==> src/rtl/bin_to_bcd_if.sv <==
// Handshake and result bus between game logic and the binary-to-BCD converter.
interface bin_to_bcd_if #(
  parameter int BIN_WIDTH   = 27,
  parameter int DIGIT_COUNT = 8
);
  logic [BIN_WIDTH-1:0]     bin;
  logic                     start;
  logic                     ready;
  logic                     done;
  logic [DIGIT_COUNT*4-1:0] bcd;
  logic                     overflow;

  // Requester side: supplies the value and the start pulse.
  modport master (
    output bin, start,
    input  ready, done, bcd, overflow
  );

  // Converter side.
  modport slave (
    input  bin, start,
    output ready, done, bcd, overflow
  );
endinterface

==> src/rtl/bin_to_bcd.sv <==
// Iterative double-dabble binary-to-BCD converter, one input bit per clock.
// The result word is registered and only changes when a conversion
// finishes, so downstream renderers never see a partial value.
module bin_to_bcd #(
  parameter int BIN_WIDTH   = 27,
  parameter int DIGIT_COUNT = 8
) (
  input logic        clock,
  input logic        reset,
  bin_to_bcd_if.slave bus
);
  localparam int BCD_W = DIGIT_COUNT * 4;
  localparam int CNT_W = $clog2(BIN_WIDTH + 1);

  function automatic longint unsigned pow10(input int unsigned n);
    longint unsigned r;
    r = 1;
    for (int unsigned i = 0; i < n; i++) r = r * 10;
    return r;
  endfunction

  // Smallest value that no longer fits in DIGIT_COUNT decimal digits.
  localparam longint unsigned OVF_LIMIT = pow10(DIGIT_COUNT);

  typedef enum logic [1:0] {
    IDLE  = 2'd0,
    SHIFT = 2'd1,
    LOAD  = 2'd2
  } state_t;

  state_t               state, state_nxt;
  logic [BIN_WIDTH-1:0] shreg;
  logic [BCD_W-1:0]     scratch;
  logic [BCD_W-1:0]     scratch_adj;
  logic [CNT_W-1:0]     cnt;
  logic                 ovf_flag;
  logic                 accept;

  assign bus.ready = (state == IDLE);
  assign accept    = bus.start && (state == IDLE);

  // State register.
  always_ff @(posedge clock or posedge reset) begin
    if (reset) state <= IDLE;
    else       state <= state_nxt;
  end

  // Next-state decode.
  always_comb begin
    state_nxt = state;
    case (state)
      IDLE:    if (accept) state_nxt = SHIFT;
      SHIFT:   if (cnt == CNT_W'(1)) state_nxt = LOAD;
      LOAD:    state_nxt = IDLE;
      default: state_nxt = IDLE;
    endcase
  end

  // Add-3 correction for every scratch digit that would reach 10+ on the shift.
  always_comb begin
    scratch_adj = scratch;
    for (int unsigned d = 0; d < DIGIT_COUNT; d++) begin
      if (scratch[4*d +: 4] >= 4'd5) scratch_adj[4*d +: 4] = scratch[4*d +: 4] + 4'd3;
    end
  end

  // Conversion datapath and registered result.
  always_ff @(posedge clock or posedge reset) begin
    if (reset) begin
      shreg        <= '0;
      scratch      <= '0;
      cnt          <= '0;
      ovf_flag     <= 1'b0;
      bus.bcd      <= '0;
      bus.overflow <= 1'b0;
      bus.done     <= 1'b0;
    end else begin
      bus.done <= 1'b0;
      case (state)
        IDLE: begin
          if (bus.start) begin
            shreg    <= bus.bin;
            scratch  <= '0;
            cnt      <= CNT_W'(BIN_WIDTH);
            ovf_flag <= (64'(bus.bin) >= OVF_LIMIT);
          end
        end
        SHIFT: begin
          // The top bit of the corrected scratch falls off; overflow saturates instead.
          {scratch, shreg} <= {scratch_adj[BCD_W-2:0], shreg, 1'b0};
          cnt              <= cnt - CNT_W'(1);
        end
        LOAD: begin
          bus.bcd      <= ovf_flag ? {DIGIT_COUNT{4'h9}} : scratch;
          bus.overflow <= ovf_flag;
          bus.done     <= 1'b1;
        end
        default: ;
      endcase
    end
  end
endmodule
==> src/flat_wrapper.sv <==
// flat-port wrapper written by rule: the top's interface ports become plain ports
module bin_to_bcd_flat 
#(
  parameter int BIN_WIDTH   = 27,
  parameter int DIGIT_COUNT = 8
)
  (clock, reset, bus_bin, bus_start, bus_ready, bus_done, bus_bcd, bus_overflow);
  bin_to_bcd_if #(.BIN_WIDTH(BIN_WIDTH), .DIGIT_COUNT(DIGIT_COUNT)) bus_i ();
  input logic clock;
  input logic reset;
  input wire logic [$bits(bus_i.bin)-1:0] bus_bin;
  input wire logic [$bits(bus_i.start)-1:0] bus_start;
  output wire logic [$bits(bus_i.ready)-1:0] bus_ready;
  output wire logic [$bits(bus_i.done)-1:0] bus_done;
  output wire logic [$bits(bus_i.bcd)-1:0] bus_bcd;
  output wire logic [$bits(bus_i.overflow)-1:0] bus_overflow;
  assign bus_i.bin = bus_bin;
  assign bus_i.start = bus_start;
  assign bus_ready = bus_i.ready;
  assign bus_done = bus_i.done;
  assign bus_bcd = bus_i.bcd;
  assign bus_overflow = bus_i.overflow;
  bin_to_bcd #(.BIN_WIDTH(BIN_WIDTH), .DIGIT_COUNT(DIGIT_COUNT)) u_core (.clock(clock), .reset(reset), .bus(bus_i));
endmodule
==> config.mk <==
export PLATFORM = sky130hd
export DESIGN_NAME = bin_to_bcd_flat
export DESIGN_NICKNAME = d
export VERILOG_FILES = /design/src/rtl/bin_to_bcd_if.sv /design/src/rtl/bin_to_bcd.sv /design/src/flat_wrapper.sv
export SDC_FILE = /design/constraint.sdc
export NUM_CORES = 1
export LEC_CHECK = 0
export BUFFER_PORTS_ARGS = -buffer_cell sky130_fd_sc_hd__buf_2
export CORE_ASPECT_RATIO = 1.2
export CORE_MARGIN = 2
export CORE_UTILIZATION = 62
export CTS_BUF_LIST = sky130_fd_sc_hd__clkbuf_16
export CTS_CLUSTER_DIAMETER = 30
export CTS_CLUSTER_SIZE = 12
export DETAILED_ROUTE_END_ITERATION = 8
export GPL_ROUTABILITY_DRIVEN = 0
export PLACE_DENSITY_LB_ADDON = 0.08
export SLEW_MARGIN = 15
export SYNTH_ARGS = -nofsm -noshare
export SYNTH_HDL_FRONTEND = slang
export SYNTH_SLANG_ARGS = --single-unit
export TNS_END_PERCENT = 20
==> constraint.sdc <==
create_clock -name clock -period 8.2 [get_ports clock]
set_clock_uncertainty 0.15 [all_clocks]
set_input_delay 0.82 -clock clock [delete_from_list [all_inputs] [get_ports clock]]
set_output_delay 0.82 -clock clock [all_outputs]
set_load 0.01 [all_outputs]
== Word-level counts from Yosys, hierarchy flattened ==
Cells that the tools add are included.
Word-level totals
  input port bits: 30
  register bits: 101
  word-level logic and storage cells: 57
  output and inout port bits: 35
Operators by class
  $add $sub $neg: 9
  equal/unequal tests: 6
  mux-type cells: 19
  order comparisons: 9
  reduce and logical (&&, ||, !) cells: 6
Operators by type and width (count)
  $mux 32: 2
  $pmux 32 s2: 1
  $pmux 27 s2: 1
  $ge 4x3->1 const B: 8
  $add 4x2->4 const B: 7
  $mux 4: 7
  $ge 27x27->1 const B: 1
  $mux 27: 1
  $pmux 5 s2: 1
  $reduce_and 2->1: 3
  $eq 5x1->1 const B: 1
  $mux 5: 1
  $sub 5x1->5 const B: 1
  $mux 2: 2
  $ne 2x1->1 const B: 2
  $pmux 2 s2: 1
  $add 3x2->3 const B: 1
  $mux 3: 1
  $eq 2x1->1 const B: 1
  $eq 2x2->1 const B: 1
  $logic_not 2->1: 1
  $ne 2x2->1 const B: 1
  $reduce_bool 2->1: 1
  $logic_and 1x1->1: 1
  $mux 1: 1

== Depth between registers and ports, before layout ==
Gate-level depths: netlist (run 1).
  depth after elaboration: 4
  depth in mapped cells: 6
  gate-level depth less buffers: 6

== Least setup slack after synthesis (run 1) ==
No wires, ideal clock.
  path type: in2reg
  start: in bus_start
  end: reg u_core.shreg[10]
  library setup time: 0.141 ns
  data required time: 7.909 ns
  stages on the path: 5
  data arrival time: 1.649 ns
  buffers on the path: 2
  path slack: 6.260 ns
  path through: or3b_1 buf_4 buf_4 nand2_1 a31oi_1
On the way
  longest elaborated chain between the ends: 2
RTL lines
  start: declaration: RTL line flat_wrapper.sv:12  | input wire logic [$bits(bus_i.start)-1:0] bus_start;
  $ne 2x2->1 (no line)
  $reduce_and 2->1 (no line)
  end signal: assignment: RTL line bin_to_bcd.sv:82  | shreg <= bus.bin;
  end signal: assignment: RTL line bin_to_bcd.sv:90  | {scratch, shreg} <= {scratch_adj[BCD_W-2:0], shreg, 1'b0};
  end: declaration: RTL line bin_to_bcd.sv:32  | logic [BIN_WIDTH-1:0] shreg;
No other way between the ends.
A chain may end at the register's enable or synchronous reset.

== Final worst setup path (run 1) ==
  start: in bus_start
  end: reg u_core.scratch[27]
On the way
  longest elaborated chain between the ends: 2
RTL lines
  $ne 2x2->1 (no line)
  $reduce_and 2->1 (no line)
  end signal: assignment: RTL line bin_to_bcd.sv:90
  end: declaration: RTL line bin_to_bcd.sv:33  | logic [BCD_W-1:0] scratch;
No other way between the ends.

==> impl_metrics.env, run 1 <==
export IMPL_syn_inst=520
export IMPL_syn_to_final_growth_pct=11.2
export IMPL_multi_input_area_mm2=0.00210
export IMPL_vias=3778
export IMPL_via_per_inst=5.72
export IMPL_leakagePower_nw=2.52
export IMPL_place_area_mm2=0.00515
export IMPL_slew_violations=0
export IMPL_nNetsFinal=611
export IMPL_drcViolationCount=0
export IMPL_period_minus_slack_ns=2.20
export IMPL_worst_slew_pin_slew_ns=1.10
export IMPL_synthesis_area_mm2=0.00487
export IMPL_cts_root_buf="clkbuf_16"
export IMPL_post_cts_buffers=0
export IMPL_insertion_delay_ns=0.34
export IMPL_cp_num_buf_inv=2
export IMPL_antenna_left=0
export IMPL_dp_slack_ns=5.66
export IMPL_yosysWarnings=0
export IMPL_grt_max_degree=114
export IMPL_power_density_mw_per_mm2=362
export IMPL_start_kind="input pin"
export IMPL_cts_sinks=101
export IMPL_syn_nets=568
export IMPL_initialDrtViolationCount=204
export IMPL_routed_wl_um=9410
export IMPL_n_antenna_cell=0
export IMPL_fin_crit_sh_pct=26.9
export IMPL_clk_path_buf_depth=2
export IMPL_pwr_share_clk_pct=19.7
export IMPL_worstSetupPathType="in -> reg"
export IMPL_cp_max_fo=56
export IMPL_fin_total_pwr_mw=1.96
export IMPL_fp_dieArea_mm2=0.00859
export IMPL_antenna_found_initial=0
export IMPL_cts_tree="built"
export IMPL_port_buffer_count=64
export IMPL_n_fill_cell=606
export IMPL_critical_path_top_delay_family="simple AND/OR/NAND/NOR gates"
export IMPL_worstPathRequired_ns=8.27
export IMPL_fin_hold_ws_ns=0.291
export IMPL_drv_cap=0
export IMPL_ys_seq_area_share_pct=51.8
export IMPL_start_util_pct=63.6
export IMPL_cts_resized=0
export IMPL_io_pins=65
export IMPL_grt_pass1_vias=3697
export IMPL_irDropWorstVdd_mv=0.229
export IMPL_layout_setup_ws_ns=6.00
export IMPL_rsz0062_at_grt="no"
export IMPL_grt_pass1_wl_um=16700
export IMPL_die_h_um=101
export IMPL_slowest_delay_ns=0.43
export IMPL_end_kind="flip-flop"
export IMPL_routedWlPerCell_um=14.3
export IMPL_drive_gt1_share_pct=16.7
export IMPL_overflow=0
export IMPL_fmax_mhz=454
export IMPL_internal_power_mw=1.21
export IMPL_hpwlAfterDp_um=6080
export IMPL_core_region_area_mm2=0.00766
export IMPL_tns_ns=0
export IMPL_hold_class="in -> async"
export IMPL_path_cells="buf_2 -> or3b_2 -> buf_4 -> nand2_2 -> o31ai_1 -> a32o_1"
export IMPL_synth_avg_cell_area_um2=9.37
export IMPL_seq_area_mm2=0.00253
export IMPL_cts_hold_buf=0
export IMPL_htree_levels=3
export IMPL_pwr_share_seq_pct=42.8
export IMPL_p_switching_mw=0.759
export IMPL_slew_headroom_pct=26.4
export IMPL_hold_violations=0
export IMPL_num_rows=35
export IMPL_pwr_share_comb_pct=37.5
export IMPL_grt_use_total_pct=24.0
export IMPL_synth_distinct_cells=33
export IMPL_finalSetupViolations=0
export IMPL_slowest_stage="or3b_2"
export IMPL_stdcell_area_mm2=0.00542
export IMPL_path_clk_slew_ns=0.07
export IMPL_cp_arrival_ns=2.28
export IMPL_dieWidth_um=84.9
export IMPL_drtPass1Iterations=5
export IMPL_swShare_pct=38.6
export IMPL_numCtsBuffers=9
export IMPL_synth_seq_cells=101
export IMPL_outcome="completed"
==> placed cells by master, fill, tap and decap left out, drive strengths merged, types with 8 or more instances in the layout <==
| master | instances |
|---|---|
| a32o | 8 |
| clkbuf | 9 |
| a31oi | 26 |
| mux2 | 9 |
| nand2 | 94 |
| ha | 18 |
| a21oi | 15 |
| dfrtp | 101 |
| inv | 21 |
| nor2 | 46 |
| nand3 | 26 |
| xnor2 | 9 |
| o31ai | 19 |
| o21ai | 56 |
| buf | 66 |
| nand2b | 18 |
==> registers in the layout, indices dropped and copies added (netlist names) <==
name / flops
u_core.cnt: 5
u_core.bus.bcd: 32
u_core.bus.overflow: 1
u_core.shreg: 27
u_core.ovf_flag: 1
u_core.scratch: 32
u_core.state: 2
u_core.bus.done: 1
==> through the flow <==
step	util (%)	std cells
2_1_floorplan	-	520
3_3_place_gp	67.2	644
3_5_place_dp	67.2	644
4_1_cts	70.7	660
5_1_grt	70.7	660
6_report	70.7	660
==> Yosys cell counts <==
| cell | n | area (µm²) |
|---|---|---|
| dfrtp_1 | 101 | 2530 |
| nand2_1 | 93 | 349 |
| o21ai_0 | 49 | 245 |
| nor2_1 | 46 | 173 |
| a31oi_1 | 26 | 163 |
| nand3_1 | 26 | 130 |
| inv_1 | 20 | 75.1 |
| o31ai_1 | 19 | 143 |
| ha_1 | 18 | 225 |
| nand2b_1 | 18 | 113 |
| buf_2 | 16 | 80.1 |
| a21oi_1 | 14 | 70.1 |
| clkbuf_1 | 10 | 37.5 |
| mux2_2 | 9 | 101 |
| xnor2_1 | 9 | 78.8 |
| a32o_1 | 8 | 80.1 |
| o21ai_1 | 7 | 35.0 |
| nor3b_1 | 6 | 45.0 |
| buf_6 | 4 | 45.0 |
| xor2_1 | 4 | 35.0 |
| and2_1 | 2 | 12.5 |
| buf_1 | 2 | 7.51 |
| buf_4 | 2 | 15.0 |
| nand4_1 | 2 | 12.5 |
| a21oi_2 | 1 | 8.76 |
| a311oi_1 | 1 | 8.76 |
| nand2_2 | 1 | 6.26 |
| nor2b_1 | 1 | 6.26 |
| nor4_2 | 1 | 12.5 |
| nor4b_1 | 1 | 8.76 |
| o31a_1 | 1 | 8.76 |
| or3b_1 | 1 | 8.76 |
| or4_1 | 1 | 7.51 |
==> layout make-up <==
cell class | count | area share, %
multi-input cells | 365 | 38.7
flip-flops and latches | 101 | 46.6
repair buffers | 66 | 6.19
clock buffers | 9 | 4.15
inverters | 20 | 1.43
clock inverters | 7 | 0.808
well taps | 92 | 2.12
==> cells by family after synthesis <==
group	share of synthesized area, %
AND/OR/NAND/NOR	18.1
XOR/XNOR	2.34
adder cells (fa/ha/maj)	4.62
flip-flops	51.8
multiplexers	2.08
AO/OA/AOI/OAI	15.6
buffers and inverters	5.34
==> worst paths after layout <==
path                                                     start                        endpoint  slack [ns]  depth (start not counted)
worst max-delay path                                 bus_start  u_core.scratch[27]$_DFFE_PP0P_        6.00                          6
worst min-delay path                                     reset   u_core.bus.bcd[8]$_DFFE_PP0P_        0.29                          2
worst max register to register     u_core.state[1]$_DFFE_PP0P_  u_core.scratch[27]$_DFFE_PP0P_        6.03                          4
worst min register to register  u_core.bus.bcd[26]$_DFFE_PP0P_  u_core.bus.bcd[26]$_DFFE_PP0P_        0.32                          2
max in group asynchronous                                reset  u_core.bus.bcd[24]$_DFFE_PP0P_        6.36                          3
min in group clock              u_core.bus.bcd[26]$_DFFE_PP0P_  u_core.bus.bcd[26]$_DFFE_PP0P_        0.32                          2
==> power by group through the flow <==
stage          clock network [mW]  logic, mW  registers, mW
6_report                    0.387      0.736          0.841
4_1_cts                     0.394      0.745          0.840
5_1_grt                     0.412      0.854          0.869
2_1_floorplan                   0      0.609          0.797
3_3_place_gp                    0      0.697          0.841
3_5_place_dp                    0      0.735          0.847
==> routing by layer <==
metal / global-route usage, % / routed length (µm) / vias up
met1: 32.3 / 4500 / 1812
met3: 4.16 / 352 / 8
met5: 0 / 0 / -
li1: - / - / 1873
met2: 40.7 / 4450 / 85
met4: 6.47 / 103 / 0
Note: power is estimated with default switching activity, not from simulation.
==> run 2, diff against run 1 <==
ABC_AREA = 1   (was default)
CORE_UTILIZATION = 58   (was 62)
clock period = 2.14 ns   (was 8.2 ns; I/O delays follow)
==> run 2 against run 1 <==
Effect of this change:
- setup slack got worse by 5.7 ns
- non-clock buffer count increased by 22
- utilization decreased by 0.22 points
- largest cell class unchanged
- first-iteration DRC count decreased by 21%
- total power increased to 4.8 times the previous value
- largest power group is now combinational cells
- area after synthesis increased by 3.9%
- cell count increased by 15%
- worst hold slack got worse by 0.29 ns
- die area increased by 11%
- critical endpoint is now u_core.bus.bcd[0]$_DFFE_PP0P_
==> impl_metrics.env, run 2 <==
export IMPL_outcome="completed"
export IMPL_n_antenna_cell=0
export IMPL_worstPathRequired_ns=2.21
export IMPL_core_region_area_mm2=0.00852
export IMPL_mostFrequentLayoutCell="dfrtp_1"
export IMPL_fin_crit_sh_pct=88.3
export IMPL_synth_seq_cells=101
export IMPL_worst_slew_pin_slew_ns=0.584
export IMPL_yosysWarnings=0
export IMPL_dieWidth_um=89.3
export IMPL_final_cell_mix="101 x dfrtp_1, 96 x nand2_1, 78 x inv_1"
export IMPL_use_met1_pct=30.6
export IMPL_largestRegisters="u_core.bus.bcd x32, u_core.scratch x32, u_core.shreg x27"
export IMPL_r2r_start="u_core.state[1]$_DFFE_PP0P_"
export IMPL_cp_num_buf_inv=1
export IMPL_routedWlPerCell_um=13.5
export IMPL_synth_top_area_share_pct=49.9
export IMPL_power_density_mw_per_mm2=1570
export IMPL_insertion_delay_ns=0.35
export IMPL_drtPass1Iterations=4
export IMPL_r2r_cells=4
export IMPL_cts_sinks=101
export IMPL_antenna_left=0
export IMPL_cp_arrival_ns=1.96
export IMPL_vias=3966
export IMPL_top_usage_layer="met2"
export IMPL_nNetsFinal=687
export IMPL_syn_nets=610
export IMPL_use_met2_pct=36.7
export IMPL_slowest_delay_ns=0.55
export IMPL_fmax_mhz=529
export IMPL_start_kind="flip-flop"
export IMPL_start_util_pct=59.4
export IMPL_r2r_slack_ns=0.25
export IMPL_syn_inst=562
export IMPL_num_rows=37
export IMPL_irDropWorstVdd_mv=0.735
export IMPL_synth_distinct_cells=35
export IMPL_die_h_um=106
export IMPL_slowest_stage="clkinv_1"
export IMPL_finalSetupViolations=0
export IMPL_drcViolationCount=0
export IMPL_leakagePower_nw=3.06
export IMPL_synth_common_cells="101 x dfrtp_1, 96 x nand2_1, 79 x inv_1"
export IMPL_port_buffer_count=64
export IMPL_antenna_found_initial=0
export IMPL_hold_class="in -> reg"
export IMPL_path_cells="nand2_4 -> clkinv_1 -> nor2_1 -> a21oi_1"
export IMPL_fp_dieArea_mm2=0.00950
export IMPL_hp_start="bus_bin[23]"
export IMPL_syn_to_final_growth_pct=18.6
export IMPL_synth_most_common_cell="dfrtp_1"
export IMPL_yosys_area_top_type="dfrtp_1"
export IMPL_globalRouteMet3Util_pct=3.65
export IMPL_synthesis_area_mm2=0.00506
export IMPL_path_clk_slew_ns=0.07
export IMPL_ys_seq_area_share_pct=49.9
export IMPL_worstHoldPathCells=3
export IMPL_slew_violations=0
export IMPL_grt_use_total_pct=23.2
export IMPL_grt_pass1_wl_um=17100
export IMPL_hold_violations=0
export IMPL_cp_depth=4
export IMPL_initialDrtViolationCount=162
export IMPL_drive_gt1_share_pct=20.0
export IMPL_rsz0062_at_grt="no"
export IMPL_cp_max_fo=18
export IMPL_critical_path_top_delay_family="buffers and inverters"
export IMPL_holdPathEnd="u_core.shreg[23]$_DFFE_PP0P_"
export IMPL_hpwlAfterDp_um=6600
export IMPL_synth_avg_cell_area_um2=9.01
export IMPL_async_reset_ff_share_pct=100
export IMPL_tns_ns=0
export IMPL_n_fill_cell=690
export IMPL_r2r_end="u_core.bus.bcd[0]$_DFFE_PP0P_"
export IMPL_io_pins=65
export IMPL_drv_cap=0
export IMPL_synthTopCellsByArea="dfrtp_1 50%, nand2_1 7.1%, o21ai_0 6.5%"
export IMPL_slew_headroom_pct=60.8
export IMPL_grt_pass1_vias=3755
export IMPL_overflow=0
export IMPL_synth_edf_count=0
export IMPL_routed_wl_um=10300
export IMPL_cts_resized=0
export IMPL_via_per_inst=5.21
export IMPL_worstSetupPathType="reg -> reg"
export IMPL_fin_total_pwr_mw=9.43
export IMPL_period_minus_slack_ns=1.89
export IMPL_post_route_util_pct=70.5
export IMPL_grt_max_degree=102
export IMPL_cts_tree="built"
export IMPL_htree_levels=3
export IMPL_post_cts_buffers=0
export IMPL_yosys_most_used_dff="dfrtp_1"
export IMPL_end_kind="flip-flop"
export IMPL_numCtsBuffers=9
export IMPL_cts_root_buf="clkbuf_16"
export IMPL_clk_path_buf_depth=2
==> run 2: logic make-up after synthesis <==
group | share of synthesized area [%]
compound gates | 22.1
simple gates | 13.6
buf+inv | 9.22
flops | 49.9
fa+ha+maj | 4.45
xor+xnor | 0.692
==> run 2: area by class of cell <==
type                            count  area [µm²]  area share (%)
Inverter                           83         318            5.29
Clock inverter                      7         113            1.87
Sequential cell                   101        2530            42.1
Timing Repair Buffer               88         608            10.1
Tap cell                          117         146            2.44
Clock buffer                        9         225            3.75
Multi-Input combinational cell    356        2070            34.5
==> run 2: what timing repair did <==
action	in CTS	in global routing
setup endpoints to repair	0	0
hold buffers	18	0
hold endpoints to repair	118	0
==> run 2: per-stage QoR <==
stage	setup WS, ns	std cells	hold WS, ns	cell area [µm²]
6_report	0.251	761	0.00352	6010
5_1_grt	0.113	761	0.0364	6010
4_1_cts	0.274	761	0.00132	6010
3_5_place_dp	0.285	727	0.267	5490
3_3_place_gp	0.360	727	0.267	5490
2_1_floorplan	0.572	562	0.185	5070
==> run 2: worst max-delay path by stage <==
stage | slack, ns | startpoint | end
5_1_grt | 0.11 | u_core.state[1]$_DFFE_PP0P_ | u_core.bus.bcd[7]$_DFFE_PP0P_
3_3_place_gp | 0.36 | u_core.state[1]$_DFFE_PP0P_ | u_core.bus.bcd[0]$_DFFE_PP0P_
4_1_cts | 0.27 | u_core.state[1]$_DFFE_PP0P_ | u_core.bus.bcd[0]$_DFFE_PP0P_
3_5_place_dp | 0.29 | u_core.state[1]$_DFFE_PP0P_ | u_core.bus.bcd[24]$_DFFE_PP0P_
2_1_floorplan | 0.57 | reset | u_core.bus.bcd[0]$_DFFE_PP0P_
6_report | 0.25 | u_core.state[1]$_DFFE_PP0P_ | u_core.bus.bcd[0]$_DFFE_PP0P_
==> run 2: per-layer routing <==
| layer | part of all wire [%] | routed length, µm |
|---|---|---|
| met5 | 0 | 0 |
| met4 | 2.5 | 253 |
| met3 | 4.2 | 427 |
| met2 | 48 | 4970 |
| met1 | 45 | 4620 |
==> run 2: where the power goes <==
part	total, mW	internal, mW	switching, mW
clock network	1.86	1.14	0.720
logic	4.28	1.71	2.57
registers	3.29	2.81	0.476
==> run 2: worst min-delay path: stages <==
cell,delay (ns)
buf_2,0.09
o211ai_1,0.09
o21ai_0,0.07
==> run 3, diff against run 2 <==
==> constraint.sdc (replaced) <==
create_clock -name clock -period 2.14 [get_ports clock]
set_clock_uncertainty 0.15 [all_clocks]
set_input_delay 0.107 -clock clock [delete_from_list [all_inputs] [get_ports clock]]
set_output_delay 0.107 -clock clock [all_outputs]
set_load 0.01 [all_outputs]
==> run 3 against run 2 <==
Effect of this change:
- register-to-register slack improved by 0.06 ns
- combinational power about the same
- fmax rose by 3.4%
- cell count increased by 1.6%
- worst hold slack improved by 0.26 ns
- sequential share of layout area down 0.51 points
- sequential power about the same
- via count up 1.9%
- setup slack improved by 0.063 ns
- sequential cell count unchanged
- first-iteration DRC count rose by 3.7%
- total power fell by 3.3%
- critical path type unchanged
- critical endpoint is now u_core.bus.bcd[19]$_DFFE_PP0P_
==> impl_metrics.env, run 3 (synthesis gave the netlist of run 2 again) <==
export IMPL_rsz0062_at_grt="no"
export IMPL_slew_violations=0
export IMPL_largestRegisters="u_core.bus.bcd x32, u_core.scratch x32, u_core.shreg x27"
export IMPL_finalSetupViolations=0
export IMPL_irDropWorstVdd_mv=0.663
export IMPL_nNetsFinal=699
export IMPL_drv_cap=0
export IMPL_grt_use_total_pct=23.3
export IMPL_routed_wl_um=10200
export IMPL_swShare_pct=41.3
export IMPL_grt_max_degree=60
export IMPL_routedWlPerCell_um=13.2
export IMPL_cp_arrival_ns=1.89
export IMPL_drtPass1Iterations=5
export IMPL_dp_slack_ns=0.312
export IMPL_num_rows=37
export IMPL_grt_pass1_wl_um=17500
export IMPL_antenna_found_initial=0
export IMPL_worstPathRequired_ns=2.20
export IMPL_n_antenna_cell=0
export IMPL_fp_dieArea_mm2=0.00950
export IMPL_cts_tree="built"
export IMPL_n_fill_cell=690
export IMPL_hold_class="in -> async"
export IMPL_antenna_left=0
export IMPL_worst_slew_pin_slew_ns=0.672
export IMPL_p_switching_mw=3.77
export IMPL_crit_start="u_core.state[1]$_DFFE_PP0P_"
export IMPL_start_util_pct=59.4
export IMPL_vias=4042
export IMPL_pwr_share_comb_pct=46.9
export IMPL_clk_path_buf_depth=2
export IMPL_period_minus_slack_ns=1.83
export IMPL_cts_root_buf="clkbuf_16"
export IMPL_fin_crit_sh_pct=85.4
export IMPL_via_per_inst=5.23
export IMPL_core_region_area_mm2=0.00852
export IMPL_final_cell_mix="101 x dfrtp_1, 96 x nand2_1, 78 x inv_1"
export IMPL_initialDrtViolationCount=168
export IMPL_drive_gt1_share_pct=19.8
export IMPL_power_density_mw_per_mm2=1500
export IMPL_outcome="completed"
export IMPL_mostFrequentLayoutCell="dfrtp_1"
export IMPL_syn_to_final_growth_pct=20.1
export IMPL_internal_power_mw=5.35
export IMPL_layout_setup_ws_ns=0.313
export IMPL_leakagePower_nw=3.08
export IMPL_htree_levels=3
export IMPL_tns_ns=0
export IMPL_end_kind="flip-flop"
export IMPL_pwr_share_clk_pct=17.0
export IMPL_dieWidth_um=89.3
export IMPL_grt_pass1_vias=3884
export IMPL_insertion_delay_ns=0.34
export IMPL_fin_total_pwr_mw=9.11
export IMPL_numCtsBuffers=9
export IMPL_drcViolationCount=0
export IMPL_slew_headroom_pct=55.1
export IMPL_pwr_share_seq_pct=36.1
export IMPL_io_pins=65
export IMPL_start_kind="flip-flop"
export IMPL_cts_sinks=101
export IMPL_fin_hold_ws_ns=0.266
export IMPL_cp_max_fo=18
export IMPL_port_buffer_count=64
export IMPL_overflow=0
export IMPL_path_clk_slew_ns=0.07
export IMPL_die_h_um=106
export IMPL_hold_violations=0
export IMPL_r2r_start="u_core.state[1]$_DFFE_PP0P_"
export IMPL_fmax_mhz=547
export IMPL_hpwlAfterDp_um=6930
export IMPL_post_cts_buffers=0
export IMPL_worstSetupPathType="reg -> reg"
[run 3: final timing paths]
| check | to | slack [ns] | depth (start not counted) |
|---|---|---|---|
| max | u_core.bus.bcd[19]$_DFFE_PP0P_ | 0.31 | 4 |
| min | u_core.bus.bcd[28]$_DFFE_PP0P_ | 0.27 | 3 |
| max reg2reg | u_core.bus.bcd[19]$_DFFE_PP0P_ | 0.31 | 4 |
| min reg2reg | u_core.cnt[4]$_DFFE_PP0P_ | 0.32 | 1 |
| max in group asynchronous | u_core.shreg[25]$_DFFE_PP0P_ | 0.96 | 4 |
| min in group clock | u_core.cnt[4]$_DFFE_PP0P_ | 0.32 | 1 |
[run 3: what timing repair did]
action | 4_1_cts | 5_1_grt
resized for setup | 0 | 0
endpoints found under the setup margin | 0 | 0
hold buffers | 29 | 0
endpoints found under the hold margin | 58 | 0
[run 3: layout make-up]
class / count / area, µm² / share of cell area, %
flip-flops and latches: 101 / 2530 / 41.6
multi-input cells: 356 / 2070 / 34.0
repair buffers: 100 / 738 / 12.1
inverters: 83 / 318 / 5.23
clock buffers: 9 / 225 / 3.70
well taps: 117 / 146 / 2.41
clock inverters: 7 / 56.3 / 0.926
[run 3: per-stage QoR]
step	instance area (µm²)	util [%]	instances
2_1_floorplan	5070	-	562
3_3_place_gp	5510	64.7	728
3_5_place_dp	5510	64.7	728
4_1_cts	6080	71.4	773
5_1_grt	6080	71.4	773
6_report	6080	71.4	773
[run 3: worst max-delay path, cell delays in order, from the launching register on]
cell and delay, ns:
dfrtp_1 0.45, nand2_4 0.26, clkinv_1 0.51, nor2_1 0.27
a21oi_1 0.06
[run 3: power by group through the flow]
stage	Clock, mW	Sequential, mW	Combinational [mW]
6_report	1.55	3.29	4.27
5_1_grt	1.66	3.40	4.92
4_1_cts	1.58	3.29	4.31
3_5_place_dp	0	3.32	4.23
3_3_place_gp	0	3.30	4.07
2_1_floorplan	0	3.35	3.19
[run 3: metal layers]
| metal | vias up | wire length [µm] | GRT usage (%) |
|---|---|---|---|
| met5 | - | 0 | 0 |
| met4 | 0 | 139 | 5.97 |
| met3 | 12 | 398 | 4.50 |
| met2 | 79 | 5150 | 39.0 |
| met1 | 1918 | 4550 | 30.8 |
| li1 | 2033 | - | - |
